`src/rtl/wb_packet_cmd_parser.sv`:
```
// Byte-stream command front end for the wishbone packet master: decodes read/write
// frames, launches one transfer at a time and streams back a status byte plus read data.
module wb_packet_cmd_parser #(
  parameter int ADDRESS_WIDTH      = 16,
  parameter int MAX_PAYLOAD        = 8,
  parameter int INTERFACE_LENGTH_N = 4,
  parameter int GAP_TIMEOUT        = 1024
) (
  input  logic                          clk_i,
  input  logic                          rst_i,
  input  logic [7:0]                    rx_data,
  input  logic                          rx_valid,
  output logic                          rx_ready,
  output logic [7:0]                    tx_data,
  output logic                          tx_valid,
  input  logic                          tx_ready,
  output logic [ADDRESS_WIDTH-1:0]      transfer_address,
  output logic [MAX_PAYLOAD*8-1:0]      payload_in,
  input  logic [MAX_PAYLOAD*8-1:0]      payload_out,
  output logic [INTERFACE_LENGTH_N-1:0] payload_length,
  output logic                          start_read,
  output logic                          start_write,
  input  logic                          read_busy,
  input  logic                          write_busy,
  input  logic                          completed,
  input  logic                          timeout
);

  localparam int ADDR_BYTES = ADDRESS_WIDTH / 8;
  localparam int ADDR_CNT_W = $clog2(ADDR_BYTES + 1);
  localparam int CNT_W      = $clog2(MAX_PAYLOAD + 1);
  localparam int GAP_W      = $clog2(GAP_TIMEOUT + 1);
  localparam int PW         = MAX_PAYLOAD * 8;

  localparam logic [ADDR_CNT_W-1:0] ADDR_LAST = ADDR_CNT_W'(ADDR_BYTES - 1);
  localparam logic [GAP_W-1:0]      GAP_LAST  = GAP_W'(GAP_TIMEOUT - 1);

  localparam logic [7:0] OP_READ    = 8'h52;
  localparam logic [7:0] OP_WRITE   = 8'h57;
  localparam logic [7:0] ST_OK      = 8'h00;
  localparam logic [7:0] ST_TIMEOUT = 8'h01;
  localparam logic [7:0] ST_BAD_CMD = 8'h02;
  localparam logic [7:0] ST_BAD_LEN = 8'h03;

  typedef enum logic [2:0] {
    S_CMD   = 3'd0,
    S_ADDR  = 3'd1,
    S_LEN   = 3'd2,
    S_DATA  = 3'd3,
    S_START = 3'd4,
    S_WAIT  = 3'd5,
    S_RESP  = 3'd6,
    S_RDATA = 3'd7
  } state_t;

  state_t                        state_r;
  logic                          rx_ready_r;
  logic [7:0]                    tx_data_r;
  logic                          tx_valid_r;
  logic [ADDRESS_WIDTH-1:0]      addr_r;
  logic [PW-1:0]                 payload_in_r;
  logic [PW-1:0]                 rbuf_r;
  logic [INTERFACE_LENGTH_N-1:0] payload_length_r;
  logic                          start_read_r;
  logic                          start_write_r;
  logic                          is_write_r;
  logic [CNT_W-1:0]              byte_cnt_r;
  logic [ADDR_CNT_W-1:0]         addr_cnt_r;
  logic [GAP_W-1:0]              gap_cnt_r;

  logic                          rx_fire_s;
  logic                          tx_fire_s;
  logic                          gap_idle_s;
  logic                          len_bad_s;
  logic [CNT_W-1:0]              len_last_s;

  assign rx_fire_s  = rx_valid && rx_ready_r;
  assign tx_fire_s  = tx_valid_r && tx_ready;
  assign gap_idle_s = ((state_r == S_ADDR) || (state_r == S_LEN) || (state_r == S_DATA)) && !rx_valid;
  assign len_bad_s  = (rx_data == 8'h00) || (rx_data > 8'(MAX_PAYLOAD));
  assign len_last_s = CNT_W'(payload_length_r) - CNT_W'(1);

  // Frame parser, transfer launch and response sequencer.
  always_ff @(posedge clk_i or posedge rst_i) begin
    if (rst_i) begin
      state_r          <= S_CMD;
      rx_ready_r       <= 1'b0;
      tx_data_r        <= 8'h00;
      tx_valid_r       <= 1'b0;
      addr_r           <= {ADDRESS_WIDTH{1'b0}};
      payload_in_r     <= {PW{1'b0}};
      rbuf_r           <= {PW{1'b0}};
      payload_length_r <= {INTERFACE_LENGTH_N{1'b0}};
      start_read_r     <= 1'b0;
      start_write_r    <= 1'b0;
      is_write_r       <= 1'b0;
      byte_cnt_r       <= {CNT_W{1'b0}};
      addr_cnt_r       <= {ADDR_CNT_W{1'b0}};
      gap_cnt_r        <= {GAP_W{1'b0}};
    end else begin
      start_read_r  <= 1'b0;
      start_write_r <= 1'b0;
      if (gap_idle_s) begin
        // A stalled partial frame is dropped without a response.
        if (gap_cnt_r == GAP_LAST) begin
          state_r   <= S_CMD;
          gap_cnt_r <= {GAP_W{1'b0}};
        end else begin
          gap_cnt_r <= gap_cnt_r + GAP_W'(1);
        end
      end else begin
        gap_cnt_r <= {GAP_W{1'b0}};
        case (state_r)
          S_CMD: begin
            rx_ready_r <= 1'b1;
            if (rx_fire_s) begin
              if ((rx_data == OP_READ) || (rx_data == OP_WRITE)) begin
                is_write_r <= (rx_data == OP_WRITE);
                addr_cnt_r <= {ADDR_CNT_W{1'b0}};
                state_r    <= S_ADDR;
              end else begin
                tx_data_r  <= ST_BAD_CMD;
                tx_valid_r <= 1'b1;
                rx_ready_r <= 1'b0;
                state_r    <= S_RESP;
              end
            end
          end
          S_ADDR: begin
            if (rx_fire_s) begin
              addr_r <= (addr_r << 4'd8) | ADDRESS_WIDTH'(rx_data);
              if (addr_cnt_r == ADDR_LAST) begin
                state_r <= S_LEN;
              end else begin
                addr_cnt_r <= addr_cnt_r + ADDR_CNT_W'(1);
              end
            end
          end
          S_LEN: begin
            if (rx_fire_s) begin
              if (len_bad_s) begin
                tx_data_r  <= ST_BAD_LEN;
                tx_valid_r <= 1'b1;
                rx_ready_r <= 1'b0;
                state_r    <= S_RESP;
              end else begin
                payload_length_r <= INTERFACE_LENGTH_N'(rx_data);
                byte_cnt_r       <= {CNT_W{1'b0}};
                if (is_write_r) begin
                  payload_in_r <= {PW{1'b0}};
                  state_r      <= S_DATA;
                end else begin
                  rx_ready_r <= 1'b0;
                  state_r    <= S_START;
                end
              end
            end
          end
          S_DATA: begin
            if (rx_fire_s) begin
              for (int i = 0; i < MAX_PAYLOAD; i++) begin
                if (byte_cnt_r == CNT_W'(i)) begin
                  payload_in_r[8*i +: 8] <= rx_data;
                end
              end
              if (byte_cnt_r == len_last_s) begin
                rx_ready_r <= 1'b0;
                state_r    <= S_START;
              end else begin
                byte_cnt_r <= byte_cnt_r + CNT_W'(1);
              end
            end
          end
          S_START: begin
            if (!read_busy && !write_busy) begin
              start_write_r <= is_write_r;
              start_read_r  <= !is_write_r;
              state_r       <= S_WAIT;
            end
          end
          S_WAIT: begin
            // Timeout wins when both strobes land together.
            if (timeout) begin
              tx_data_r  <= ST_TIMEOUT;
              tx_valid_r <= 1'b1;
              state_r    <= S_RESP;
            end else if (completed) begin
              tx_data_r  <= ST_OK;
              tx_valid_r <= 1'b1;
              rbuf_r     <= payload_out;
              state_r    <= S_RESP;
            end else begin
              state_r <= S_WAIT;
            end
          end
          S_RESP: begin
            if (tx_fire_s) begin
              if (!is_write_r && (tx_data_r == ST_OK)) begin
                tx_data_r  <= rbuf_r[7:0];
                rbuf_r     <= rbuf_r >> 4'd8;
                byte_cnt_r <= {CNT_W{1'b0}};
                state_r    <= S_RDATA;
              end else begin
                tx_valid_r <= 1'b0;
                rx_ready_r <= 1'b1;
                state_r    <= S_CMD;
              end
            end
          end
          S_RDATA: begin
            if (tx_fire_s) begin
              if (byte_cnt_r == len_last_s) begin
                tx_valid_r <= 1'b0;
                rx_ready_r <= 1'b1;
                state_r    <= S_CMD;
              end else begin
                tx_data_r  <= rbuf_r[7:0];
                rbuf_r     <= rbuf_r >> 4'd8;
                byte_cnt_r <= byte_cnt_r + CNT_W'(1);
              end
            end
          end
          default: begin
            tx_valid_r <= 1'b0;
            rx_ready_r <= 1'b0;
            state_r    <= S_CMD;
          end
        endcase
      end
    end
  end

  assign rx_ready         = rx_ready_r;
  assign tx_data          = tx_data_r;
  assign tx_valid         = tx_valid_r;
  assign transfer_address = addr_r;
  assign payload_in       = payload_in_r;
  assign payload_length   = payload_length_r;
  assign start_read       = start_read_r;
  assign start_write      = start_write_r;

endmodule

```
`config.mk`:
```
export PLATFORM = sky130hd
export DESIGN_NAME = wb_packet_cmd_parser
export DESIGN_NICKNAME = d
export VERILOG_FILES = /design/src/rtl/wb_packet_cmd_parser.sv
export SDC_FILE = /design/constraint.sdc
export NUM_CORES = 1
export LEC_CHECK = 0
export BUFFER_PORTS_ARGS = -buffer_cell sky130_fd_sc_hd__buf_2
export CORE_MARGIN = 3
export CORE_UTILIZATION = 45
export CTS_BUF_LIST = sky130_fd_sc_hd__clkbuf_16
export DETAILED_ROUTE_END_ITERATION = 6
export PLACE_DENSITY = 0.68
export SYNTH_ARGS = -nofsm -noshare
export SYNTH_HDL_FRONTEND = slang
export SYNTH_SLANG_ARGS = --single-unit
```
`constraint.sdc`:
```
create_clock -name clk_i -period 9.65 [get_ports clk_i]
set_input_delay 1.93 -clock clk_i [delete_from_list [all_inputs] [get_ports clk_i]]
set_output_delay 1.93 -clock clk_i [all_outputs]
set_load 0.1 [all_outputs]
```
==> results of run 1 <==
-- cells by family (layout without fill, tap and decap cells) --
group,count (synthesis),after routing,synth area share
DFF,181,181,0.540
muxes,151,151,0.202
and+or+nand+nor,288,288,0.150
adders and majority gates,7,7,0.0104
xor gates and xnor gates,15,15,0.0157
AOI/OAI and AO/OA,68,68,0.0572
buffers and inverters,56,231,0.0256
-- placed cells by master (no fill, tap or decap), drive strengths merged, types with 10 or more instances in the layout --
cell type,netlist,routed
nand2,199,199
dfrtp,181,181
buf,18,181
mux2,143,143
inv,18,26
nor2,23,23
a21oi,18,18
clkbuf,20,17
o21ai,12,12
nand3,11,11
and2,11,11
xnor2,10,10
nor3,10,10
-- Yosys cell counts, drive strengths merged (10+ instances only) --
library cell,n,area (um2)
clkbuf,20,75.1
nand2,199,747
xnor2,10,87.6
and2,11,68.8
nor3,10,50.1
nand3,11,55.1
buf,18,72.6
inv,18,67.6
a21oi,18,90.1
mux2,143,1610
o21ai,12,60.1
nor2,23,86.3
dfrtp,181,4530
-- layer usage --
metal | wire, um | global-route usage
met2 | 8730 | 0.295
met4 | 305 | 0.0580
met3 | 1440 | 0.0612
met1 | 9060 | 0.278
met5 | 28 | 0
-- state kept, by name, indices dropped and copies added (netlist names) --
| signal | count |
|---|---|
| payload_in | 64 |
| rbuf_r | 64 |
| transfer_address | 16 |
| gap_cnt_r | 11 |
| tx_data | 8 |
| byte_cnt_r | 4 |
| payload_length | 4 |
| state_r | 3 |
| addr_cnt_r | 2 |
| is_write_r | 1 |
| rx_ready | 1 |
| start_read | 1 |
| start_write | 1 |
| tx_valid | 1 |
-- through the flow --
| step | setup slack [ns] | cell area, um2 | util | hold slack (ns) |
|---|---|---|---|---|
| final | 5.73 | 10100 | 0.556 | 0.495 |
| after CTS | 5.81 | 10100 | 0.556 | 0.493 |
| after global routing | 5.57 | 10100 | 0.556 | 0.518 |
| after global placement | 5.40 | 9490 | 0.523 | 0.478 |
| after floorplan | 2.80 | 8390 | - | 0.448 |
| after detailed placement | 5.35 | 9490 | 0.523 | 0.483 |
-- worst paths after layout --
check | to | slack (ns) | cells past startpoint
min in group asynchronous | rbuf_r[22] | 1.60 | 2
max in group asynchronous | tx_data[4] | 6.21 | 4
hold reg to reg | gap_cnt_r[0] | 0.50 | 1
hold / removal | gap_cnt_r[0] | 0.50 | 1
setup / recovery | payload_in[28] | 5.73 | 6
setup reg to reg | rbuf_r[45] | 6.77 | 5
-- final cells by class --
class	instances	share of cell area
clock buffers	17	0.0421
clock inverters	15	0.0183
inverters	18	0.00719
multi-input cells	529	0.364
flip-flops and latches	181	0.449
well taps	229	0.0284
repair buffers	181	0.0912
-- worst max-delay path, cell delays in order --
cell and delay [ns]:
buf_2 0.11, nor4_1 0.55, a41o_1 0.26, nand2_1 0.16, a21oi_1 0.79, mux2_2 0.43
==> results.json, run 1 <==
{
  "outcome": "finished, final reports clean",
  "cts_setup_buffers": 0,
  "viasPerCell": 5.26,
  "post_drt_wl_per_cell_um": 16.7,
  "clock_path_buffers": 2,
  "antenna_left": 0,
  "hold_viol_final": 0,
  "synth_cells": 766,
  "worstSetupPathType": "in -> reg",
  "drv_cap": 0,
  "yosysWarnings": 0,
  "critPathCaptureType": "flop",
  "dieArea_mm2": 0.0203,
  "max-slew-margin-rel": 0.309,
  "hpwl_um": 13800,
  "area_growth_pct": 20.3,
  "min_period_ns": 3.92,
  "gp_congestion": 0.851,
  "synth_area_per_cell_um2": 11.0,
  "wl_um": 19600,
  "htreeDepth": 4,
  "ctsResizeCount": 0,
  "n_antenna_cell": 0,
  "top_level_ports": 176,
  "rsz0062_at_grt": "false",
  "setup_tns_ns": 0,
  "path_clk_slew_ns": 0.08,
  "crit_path_start_kind": "primary input",
  "synth_nets": 853,
  "grt_use_total": 0.197,
  "cts_tree": "done",
  "drt-initial-drc-count": 400,
  "hold_buffers": 0,
  "cts-root-buf": "clkbuf_16",
  "cts.sinks": 181,
  "grt_max_degree": 77,
  "drcViolationCount": 0,
  "dr.pass1.iters": 4,
  "synthArstFlopShare": 1.00,
  "multi_input_area_mm2": 0.00368,
  "finClkSkew_ns": 0.0148,
  "numCtsBuffers": 17,
  "ys_ff_latch": 181,
  "antenna_found_initial": 3,
  "nets": 1015,
  "setup_viol": 0,
  "die_h_um": 143,
  "hold_class": "reg -> reg",
  "tightest_slew_ns": 1.03,
  "yosysSeqAreaShare": 0.540,
  "max_freq_mhz": 255,
  "stdcell_count": 1170,
  "die_w_um": 143,
  "vias": 6151,
  "grt_overflow": 0,
  "num-fill-cells": 1601,
  "grt_pass1_vias": 6041,
  "start_util": 0.462,
  "ys.flop_type": "dfrtp_1",
  "synth_cell_type_count": 57,
  "syn_area_mm2": 0.00839,
  "clock_latency_ns": 0.44,
  "min_period_over_period": 0.406,
  "grt_pass1_wl_um": 31800,
  "rr_startpoint": "state_r[1]",
  "crit_arrival_ns": 4.24,
  "drive_above_1_share": 0.392,
  "synth_edf_count": 0,
  "final_max_slew_viol_count": 0,
  "core_mm2": 0.0181,
  "rows": 49,
  "ff_latch_area_mm2": 0.00453,
  "crit_start": "rx_data[4]",
  "required_ns": 9.97,
  "crit_fanout": 8,
  "io_buffer_count": 175,
  "hp-start": "gap_cnt_r[0]",
  "place_inst": 1138
}
Power of run 1 is left out: the tool's default activity adds up to more than one toggle a clock period on the data nets, which glitch-free logic cannot reach.
==> run 2, diff against run 1 <==
Clock period 9.65 ns to 3.85 ns, I/O delays scaled along.
==> results.json, run 2 (synthesis gave the netlist of run 1 again) <==
{
  "num-fill-cells": 1575,
  "max-slew-margin-rel": 0.298,
  "layout_common_cells": "nand2_1 (198), dfrtp_1 (181), buf_2 (175), mux2_2 (142), nor2_1 (23)",
  "clock_latency_ns": 0.43,
  "hold_viol_final": 0,
  "numCtsBuffers": 17,
  "vias": 6178,
  "setup_viol": 0,
  "top_level_ports": 176,
  "post_drt_wl_per_cell_um": 16.4,
  "crit_path_start_kind": "flop",
  "viasPerCell": 5.24,
  "cp_num_buf_inv": 1,
  "drcViolationCount": 0,
  "rows": 49,
  "grt_max_degree": 182,
  "area_growth_pct": 21.1,
  "worstSetupPathType": "reg -> reg",
  "final_common_cell": "nand2_1",
  "outcome": "finished, final reports clean",
  "cts-root-buf": "clkbuf_16",
  "hold_class": "reg -> reg",
  "core_mm2": 0.0181,
  "gp_congestion": 0.857,
  "final_max_slew_viol_count": 0,
  "min_period_over_period": 0.731,
  "grt_pass1_wl_um": 31700,
  "dieArea_mm2": 0.0203,
  "grt_overflow": 0,
  "cp_slowest_stage_delay_ns": 0.92,
  "setup_ws_ns": 1.04,
  "rsz0062_at_grt": "false",
  "critPathCaptureType": "flop",
  "dp_slack_ns": 0.759,
  "drive_above_1_share": 0.397,
  "die_h_um": 143,
  "antenna_left": 0,
  "critical-path-top-delay-family": "flip-flops",
  "min_period_ns": 2.81,
  "htreeDepth": 4,
  "required_ns": 4.17,
  "hold_buffers": 0,
  "path_clk_slew_ns": 0.07,
  "grt_use_total": 0.195,
  "dr.pass1.iters": 5,
  "setup_tns_ns": 0,
  "die_w_um": 143,
  "drt-initial-drc-count": 318,
  "hpwl_um": 13500,
  "cts.sinks": 181,
  "clock_path_buffers": 2,
  "max_freq_mhz": 355,
  "nets": 1023,
  "ctsResizeCount": 0,
  "cts_tree": "done",
  "io_buffer_count": 175,
  "finClkSkew_ns": 0.00781,
  "crit_fanout": 56,
  "antenna_found_initial": 2,
  "start_util": 0.462,
  "tightest_slew_ns": 1.04,
  "wl_um": 19400,
  "drv_cap": 0,
  "crit_arrival_ns": 3.13,
  "cp_cell_sequence": "nand3b_1 -> a31oi_1 -> a311oi_4 -> buf_4 -> mux2_2",
  "cp_slowest_cell": "dfrtp_1",
  "grt_pass1_vias": 6022,
  "cts_setup_buffers": 0
}
==> run 2: cell count changes in the layout (fill, tap and decap cells not counted), sizes merged <==
cell,change
buf,+8
clkinv,-3
clkinvlp,+2
diode,+2
inv,+1
==> run 2: final cells by class <==
class                      instances  area, um2  share of cell area
sequential                       181       4530               0.445
timing repair buffer             189        993              0.0977
clock inverter                    15        180              0.0177
inverter                          18       71.3             0.00701
multi-input combinational        529       3680               0.362
tap                              229        287              0.0282
clock buffer                      17        425              0.0418
antenna                            2       5.00            0.000492
==> run 2: metrics by stage <==
stage               instances  cell area, um2   util  hold WS [ns]
CTS                      1178           10200  0.560         0.483
global route             1178           10200  0.560         0.504
finish                   1180           10200  0.560         0.486
global placement         1146            9560  0.527         0.472
floorplan                 766            8400      -         0.448
detailed placement       1146            9560  0.527         0.473
==> run 2: path summary, 6_finish.rpt <==
kind / start / end / slack (ns) / cells after the start
setup / recovery: state_r[0] / rbuf_r[28] / 1.04 / 5
hold / removal: gap_cnt_r[0] / gap_cnt_r[0] / 0.49 / 1
min in group asynchronous: rst_i / transfer_address[14] / 0.54 / 3
max in group asynchronous: rst_i / rbuf_r[59] / 2.49 / 3
setup reg to reg: state_r[0] / rbuf_r[28] / 1.04 / 5
hold reg to reg: gap_cnt_r[0] / gap_cnt_r[0] / 0.49 / 1
==> run 2: per-layer routing <==
metal | vias to the layer above | global-route usage | wire length [um]
li1 | 2965 | - | -
met1 | 3012 | 0.278 | 8880
met2 | 180 | 0.298 | 8860
met3 | 17 | 0.0575 | 1470
met4 | 4 | 0.0430 | 148
met5 | - | 0 | 27
Power of run 2 is left out for the same reason.
==> run 3, diff against run 2 <==
Clock period 3.85 ns to 2.88 ns, I/O delays scaled along.
==> results.json, run 3 (synthesis gave the netlist of run 1 again) <==
{
  "drcViolationCount": 0,
  "grt_max_degree": 65,
  "critPathCaptureType": "flop",
  "antenna_left": 0,
  "htreeDepth": 4,
  "path_clk_slew_ns": 0.07,
  "rr_startpoint": "state_r[1]",
  "crit_start": "rx_data[4]",
  "crit_path_start_kind": "primary input",
  "grt_pass1_vias": 6153,
  "finClkSkew_ns": 0.00981,
  "globalRouteMet1Util": 0.275,
  "viasPerCell": 5.23,
  "drv_cap": 0,
  "tightest_slew_ns": 1.08,
  "vias": 6209,
  "dieArea_mm2": 0.0203,
  "final_max_slew_viol_count": 0,
  "post_drt_wl_per_cell_um": 16.7,
  "core_mm2": 0.0181,
  "cts_setup_buffers": 0,
  "outcome": "finished, final reports clean",
  "layout_common_cells": "nand2_1 (198), dfrtp_1 (181), buf_2 (175), mux2_2 (142), nor2_1 (23)",
  "clock_path_buffers": 2,
  "rsz0062_at_grt": "false",
  "top_level_ports": 176,
  "rows": 49,
  "crit_arrival_ns": 2.87,
  "cts_tree": "done",
  "grt_pass1_wl_um": 32600,
  "min_period_over_period": 0.889,
  "ff_latch_area_mm2": 0.00453,
  "ctsResizeCount": 0,
  "hold_class": "in -> async",
  "area_growth_pct": 22.1,
  "clock_latency_ns": 0.43,
  "nets": 1031,
  "grt_overflow": 0,
  "place_inst": 1154,
  "crit_fanout": 8,
  "min_period_ns": 2.56,
  "drive_above_1_share": 0.400,
  "drt-initial-drc-count": 267,
  "dr.pass1.iters": 4,
  "cts.sinks": 181,
  "top_usage_layer": "met2",
  "numCtsBuffers": 17,
  "hold_viol_final": 0,
  "worstSetupPathType": "in -> reg",
  "dp_slack_ns": -0.0998,
  "final_util": 0.565,
  "hpwl_um": 14000,
  "num-fill-cells": 1594,
  "use_met2": 0.321,
  "cts-root-buf": "clkbuf_16",
  "start_util": 0.462,
  "globalRouteMet3Util": 0.0534,
  "max-slew-margin-rel": 0.281,
  "setup_viol": 0,
  "grt_use_total": 0.201,
  "stdcell_count": 1187,
  "wl_um": 19800,
  "hold_buffers": 0,
  "io_buffer_count": 175,
  "multi_input_area_mm2": 0.00368,
  "final_common_cell": "nand2_1",
  "setup_ws_ns": 0.321,
  "required_ns": 3.19,
  "die_h_um": 143,
  "die_w_um": 143,
  "antenna_found_initial": 3,
  "max_freq_mhz": 391,
  "gp_congestion": 0.865
}
-- run 3: cell types whose count changed in the layout (fill, tap and decap cells not counted), moves of 2 or more --
cell,before,now
inv_8,7,3
clkinv_8,2,0
buf_12,1,4
buf_4,13,18
inv_6,3,5
-- run 3: layout make-up --
class | instances | share of cell area
sequential | 181 | 0.442
multi-input combinational | 529 | 0.359
timing repair buffer | 197 | 0.106
clock buffer | 17 | 0.0415
tap | 229 | 0.0280
clock inverter | 15 | 0.0162
inverter | 18 | 0.00696
antenna | 1 | 0.000244
-- run 3: worst paths after layout --
path                                       endpoint  slack, ns  cells after the start
worst min-delay path            transfer_address[0]       0.16                      2
min in group clk_i                       rbuf_r[58]       0.36                      2
worst max-delay path                 payload_in[45]       0.32                      6
worst min register to register         gap_cnt_r[0]       0.49                      1
max in group asynchronous                tx_data[7]       2.04                      3
worst max register to register           tx_data[0]       0.40                      7
-- run 3: worst max-delay path, cell delays in order --
cell	delay, ns
buf_2	0.12
nor4_1	0.48
a41o_1	0.25
nand2_1	0.15
a21oi_1	0.87
mux2_2	0.42
-- run 3: per-stage QoR --
stage | instance area [um2] | hold slack (ns) | setup TNS, ns
after detailed placement | 9650 | 0.483 | -0.763
after global placement | 9650 | 0.476 | -0.231
after CTS | 10200 | 0.165 | 0
after global routing | 10200 | 0.184 | 0
final | 10200 | 0.163 | 0
after floorplan | 8400 | 0.448 | -10.14
-- run 3: routing by layer --
| metal | part of all wire | routed length [um] | up-vias |
|---|---|---|---|
| li1 | - | - | 2983 |
| met1 | 0.45 | 8860 | 3024 |
| met2 | 0.47 | 9310 | 180 |
| met3 | 0.071 | 1400 | 18 |
| met4 | 0.0098 | 194 | 4 |
| met5 | 0.0011 | 21 | - |
Power of run 3 is left out for the same reason.
